==> src/rtl/row_scanner.sv <==
// Playfield row scanner: requests each row bottom-up from the upstream VRAM stage,
// flags rows with no empty cell, and accumulates the full-row count across scans.
module row_scanner #(
    parameter int unsigned NUM_ROWS     = 20,
    parameter logic [15:0] BG_COLOR     = 16'h0000,
    parameter int unsigned RETRY_CYCLES = 1024,
    parameter int unsigned MAX_RETRY    = 3
) (
    input  logic                clk,
    input  logic                reset,
    input  logic                start,
    input  logic                row_ready,
    input  logic [9:0][15:0]    read_reg,
    output logic                row_ld,
    output logic [7:0]          row,
    output logic                busy,
    output logic                done,
    output logic [NUM_ROWS-1:0] full_mask,
    output logic [5:0]          full_count,
    output logic [15:0]         lines_total,
    output logic                timeout_err
);

    localparam int unsigned WAIT_W  = (RETRY_CYCLES > 1) ? $clog2(RETRY_CYCLES) : 1;
    localparam int unsigned RETRY_W = (MAX_RETRY > 0) ? $clog2(MAX_RETRY + 1) : 1;
    localparam int unsigned IDX_W   = (NUM_ROWS > 1) ? $clog2(NUM_ROWS) : 1;

    typedef enum logic [2:0] {
        IDLE,
        REQ,
        WAIT,
        GAP,
        EVAL,
        DONE
    } state_t;

    state_t               state;
    logic [WAIT_W-1:0]    wait_cnt;
    logic [RETRY_W-1:0]   retry_cnt;
    logic [9:0][15:0]     cells;
    logic [NUM_ROWS-1:0]  work_mask;
    logic [5:0]           work_count;
    logic                 row_full;
    logic [16:0]          lines_sum;

    always_comb begin
        row_full = 1'b1;
        for (int unsigned i = 0; i < 10; i++) begin
            if (cells[i] == BG_COLOR) row_full = 1'b0;
        end
    end

    assign lines_sum = {1'b0, lines_total} + 17'(work_count);

    // row_ld is raised on every transition into REQ so it is high exactly for the REQ cycle.
    always_ff @(posedge clk) begin
        if (reset) begin
            state       <= IDLE;
            row_ld      <= 1'b0;
            row         <= '0;
            busy        <= 1'b0;
            done        <= 1'b0;
            full_mask   <= '0;
            full_count  <= '0;
            lines_total <= '0;
            timeout_err <= 1'b0;
            wait_cnt    <= '0;
            retry_cnt   <= '0;
            cells       <= '0;
            work_mask   <= '0;
            work_count  <= '0;
        end else begin
            row_ld <= 1'b0;
            done   <= 1'b0;
            unique case (state)
                IDLE: begin
                    if (start) begin
                        work_mask  <= '0;
                        work_count <= '0;
                        retry_cnt  <= '0;
                        row        <= 8'(NUM_ROWS - 1);
                        busy       <= 1'b1;
                        row_ld     <= 1'b1;
                        state      <= REQ;
                    end
                end
                REQ: begin
                    wait_cnt <= '0;
                    state    <= WAIT;
                end
                WAIT: begin
                    if (row_ready) begin
                        cells <= read_reg;
                        state <= GAP;
                    end else if (wait_cnt == WAIT_W'(RETRY_CYCLES - 1)) begin
                        if (retry_cnt == RETRY_W'(MAX_RETRY)) begin
                            timeout_err <= 1'b1;
                            state       <= DONE;
                        end else begin
                            retry_cnt <= retry_cnt + RETRY_W'(1);
                            row_ld    <= 1'b1;
                            state     <= REQ;
                        end
                    end else begin
                        wait_cnt <= wait_cnt + WAIT_W'(1);
                    end
                end
                GAP: state <= EVAL;
                EVAL: begin
                    work_mask[row[IDX_W-1:0]] <= row_full;
                    work_count                <= work_count + 6'(row_full);
                    if (row == '0) begin
                        state <= DONE;
                    end else begin
                        row       <= row - 8'd1;
                        retry_cnt <= '0;
                        row_ld    <= 1'b1;
                        state     <= REQ;
                    end
                end
                DONE: begin
                    full_mask   <= work_mask;
                    full_count  <= work_count;
                    lines_total <= lines_sum[16] ? '1 : lines_sum[15:0];
                    done        <= 1'b1;
                    busy        <= 1'b0;
                    state       <= IDLE;
                end
                default: state <= IDLE;
            endcase
        end
    end

endmodule

==> config.mk <==
export PLATFORM = sky130hd
export DESIGN_NAME = row_scanner
export DESIGN_NICKNAME = d
export VERILOG_FILES = /design/src/rtl/row_scanner.sv
export SDC_FILE = /design/constraint.sdc
export NUM_CORES = 1
export LEC_CHECK = 0
export ABC_AREA = 1
export BUFFER_PORTS_ARGS = -buffer_cell sky130_fd_sc_hd__buf_2
export CAP_MARGIN = 0
export CORE_ASPECT_RATIO = 1.2
export CORE_UTILIZATION = 25
export CTS_CLUSTER_DIAMETER = 120
export DETAILED_ROUTE_END_ITERATION = 7
export GPL_TIMING_DRIVEN = 1
export HOLD_SLACK_MARGIN = 0.06
export SYNTH_ARGS = -nofsm -noshare
export SYNTH_HDL_FRONTEND = slang
export SYNTH_SLANG_ARGS = --single-unit
==> constraint.sdc <==
create_clock -name clk -period 2 [get_ports clk]
set_clock_uncertainty 0.05 [all_clocks]
set_input_delay 0.5 -clock clk [delete_from_list [all_inputs] [get_ports clk]]
set_output_delay 0.5 -clock clk [all_outputs]
set_load 0.02 [all_outputs]
==> impl_metrics.toml <==
[hold_path]
hold_end = "cells[48]"
holdCritStartpoint = "read_reg[48]"
hold_path_depth = 3
min_path_type = "input pin to flop"

[placed_design]
dp.cells = 2196
dpl.hpwl_um = 22000
placedInstanceArea_um2 = 12700
gp_congestion = 0.830
numPortBuffers = 217
place_ws_ns = -0.405

[die]
die_h_um = 228
die_w_um = 190
num_rows = 82
coreArea_um2 = 41900
floorplan.initialDensity_pct = 25.4
dieArea_um2 = 43400
io_pins = 218

[sta]
fin_tns_setup_ns = 0
tightest_slew_ns = 0.530
hold_ws_ns = 0.153
fin_crit_ns = 1.89
timing.final.ws_setup_ns = 0.108
finalHoldViolCount = 0
fin_crit_sh_pct = 94.6
rsz0062_at_grt = "yes"
drv_slew = 0
clock.fmax_mhz = 529
slew_headroom_pct = 64.7
setup_viol = 0

[drt]
drt-initial-drc-count = 443
ant_nets = 0
num_vias = 10300
wl_per_cell_um = 13.8
drt_wl_total_um = 31200
drc = 0
vias_per_cell = 4.54
first_pass_iters = 8

[clock_tree]
cts-htree-levels = 1
cts_buffers = 30
insertion_delay_ns = 0.57
clockRootBuffer = "clkbuf_16"
clockBufferDepth = 3
cts.sinks = 255
cts_tree = "yes"
clkTransAtPathRegs_ns = 0.06

[logic_synthesis]
netlist.area_leader.share_pct = 48.0
netlist.top_cell.by_area = "dfxtp_1"
ys_seq_area_share_pct = 48.0
syn_area_um2 = 10600
synth-seq-cells = 255
yosysUniqueCellTypes = 34
ys_warn_count = 0
synth.area.top_cells = "dfxtp_1 (48%), a21oi_1 (12%), nand2_1 (8.4%)"
syn_area_per_cell_um2 = 7.32
syn_nets = 1634
postSynthCellCount = 1455

[final_layout]
fin_util_pct = 33.3
nets = 1866
area_delta_synth_final_pct = 31.1
final_cell_mix = "a21oi_1 (250), dfxtp_1 (246), nand2_1 (228), buf_2 (216), inv_1 (157)"
layout-drive-gt1-share_pct = 23.3
layout_commonest_cell = "a21oi_1"
final_area_um2 = 14000
num-fill-cells = 4448
stdcell_count = 2260

[pwr]
power_leakage_nw = 5.76
worst_ir_drop_vdd_mv = 0.598
total_power_mw = 13.8
powerDensity_nw_per_um2 = 987

[setup_path]
crit_fanout = 8
end_kind = "flop"
cp.required_ns = 2.44
cp_slowest_cell = "fa_1"
worstSetupPathType = "flop to flop"
rr_worst_depth = 10
critical_path.top_delay_family = "adder cells"
arrival_ns = 2.33
worstSetupStartpoint = "work_count[0]"
reg2reg_from = "work_count[0]"
worstPathCellList = "ha_1, inv_1, fa_1, o21ai_2, nand2_2, nand2_4, nand2_1, inv_1, nand2_1, a21oi_1"
slowest_delay_ns = 0.40
r2r_setup_slack_ns = 0.11
r2r-end = "lines_total[8]"
cp-start-kind = "flop"
path_buf_inv = 2

[grt]
gr-usage-all-layers_pct = 13.9
grt_max_degree = 102
antenna_found_initial = 7
overflow = 0
grt_pass1_vias = 9785
grt_pass1_wl_um = 49400

[job]
maxCapViolCount = 0

[status]
status = "complete, no violations"
==> synth_stat cells <==
cell type and instances:
o211ai_1 1, buf_4 4, buf_2 10, buf_1 8, a21oi_1 250, or2_1 10, nand2_1 238, or2_2 8
fa_1 1, nand2_2 1, a22oi_1 4, a31oi_1 8, o21ai_0 117, nor3_1 4, inv_2 3, nand3_1 124
and2_1 1, dfxtp_1 255, nor3_4 1, nand3b_1 3, o21a_1 1, nor2_1 121, xor2_1 6, nand4_1 24
xnor2_1 2, inv_1 163, nand3_2 1, clkinv_1 1, a211oi_1 2, a221oi_1 1, nor2_4 1, ha_1 14
clkbuf_1 61, o21ai_1 6
==> sequential cells by signal, indices dropped and copies added, names as in the netlist <==
| register | count |
|---|---|
| full_mask | 20 |
| work_mask | 20 |
| lines_total | 16 |
| row_ld | 1 |
| state | 3 |
| cells | 160 |
| timeout_err | 1 |
| busy | 1 |
| done | 1 |
| row | 8 |
| retry_cnt | 2 |
| work_count | 6 |
| wait_cnt | 10 |
| full_count | 6 |
==> kinds of logic (layout without fill, tap and decap cells) <==
kind of cell             count (synthesis)  count (layout)  share of synthesized area, %
AO/OA/AOI/OAI                          390             390                          18.7
XOR/XNOR                                 8               8                         0.658
adder cells (fa/ha/maj)                 15              15                          1.83
buffers and inverters                  250             503                          9.07
flip-flops                             255             255                          48.0
other                                    0               4                             0
AND/OR/NAND/NOR                        537             539                          21.8
==> worst min-delay path: stages <==
cell     delay [ns]
buf_2          0.10
nand3_1        0.07
a21oi_1        0.06
==> worst max-delay path by stage <==
stage	end	slack [ns]	depth (start not counted)
2_1_floorplan	work_count[2]	0.02	14
3_3_place_gp	work_count[2]	-0.26	13
3_5_place_dp	work_count[2]	-0.40	13
4_1_cts	work_count[5]	0.003	14
5_1_grt	lines_total[8]	-0.04	10
6_report	lines_total[8]	0.11	10
==> what timing repair did <==
action,CTS,global route
endpoints found under the setup margin,17,34
pin swaps,9,30
buffers inserted,1,3
cloned,0,2
gates resized for setup,22,39
hold buffers,0,0
==> area by class of cell <==
class,instances,area [µm²],area share (%)
flip-flops and latches,255,5120,36.7
inverters,167,631,4.52
multi-input cells,952,4780,34.2
diodes,4,10.0,0.0717
clock buffers,38,831,5.95
repair buffers,281,1710,12.2
well taps,546,683,4.89
clock inverters,17,205,1.47
==> where the power goes <==
| group | switching, mW | internal (mW) |
|---|---|---|
| combinational | 1.55 | 0.922 |
| sequential | 0.163 | 5.46 |
| clock | 2.23 | 3.45 |
| total | 3.95 | 9.83 |
==> routing by layer <==
layer  track usage, %  up-vias  share of wire, %
met5                0        -             0.074
met3             2.54       54               5.2
met2             23.9      245                48
li1                 -     5246                 -
met1             17.1     4722                44
met4             5.25        4               2.7
No activity file was read; power rests on OpenSTA's default activity.
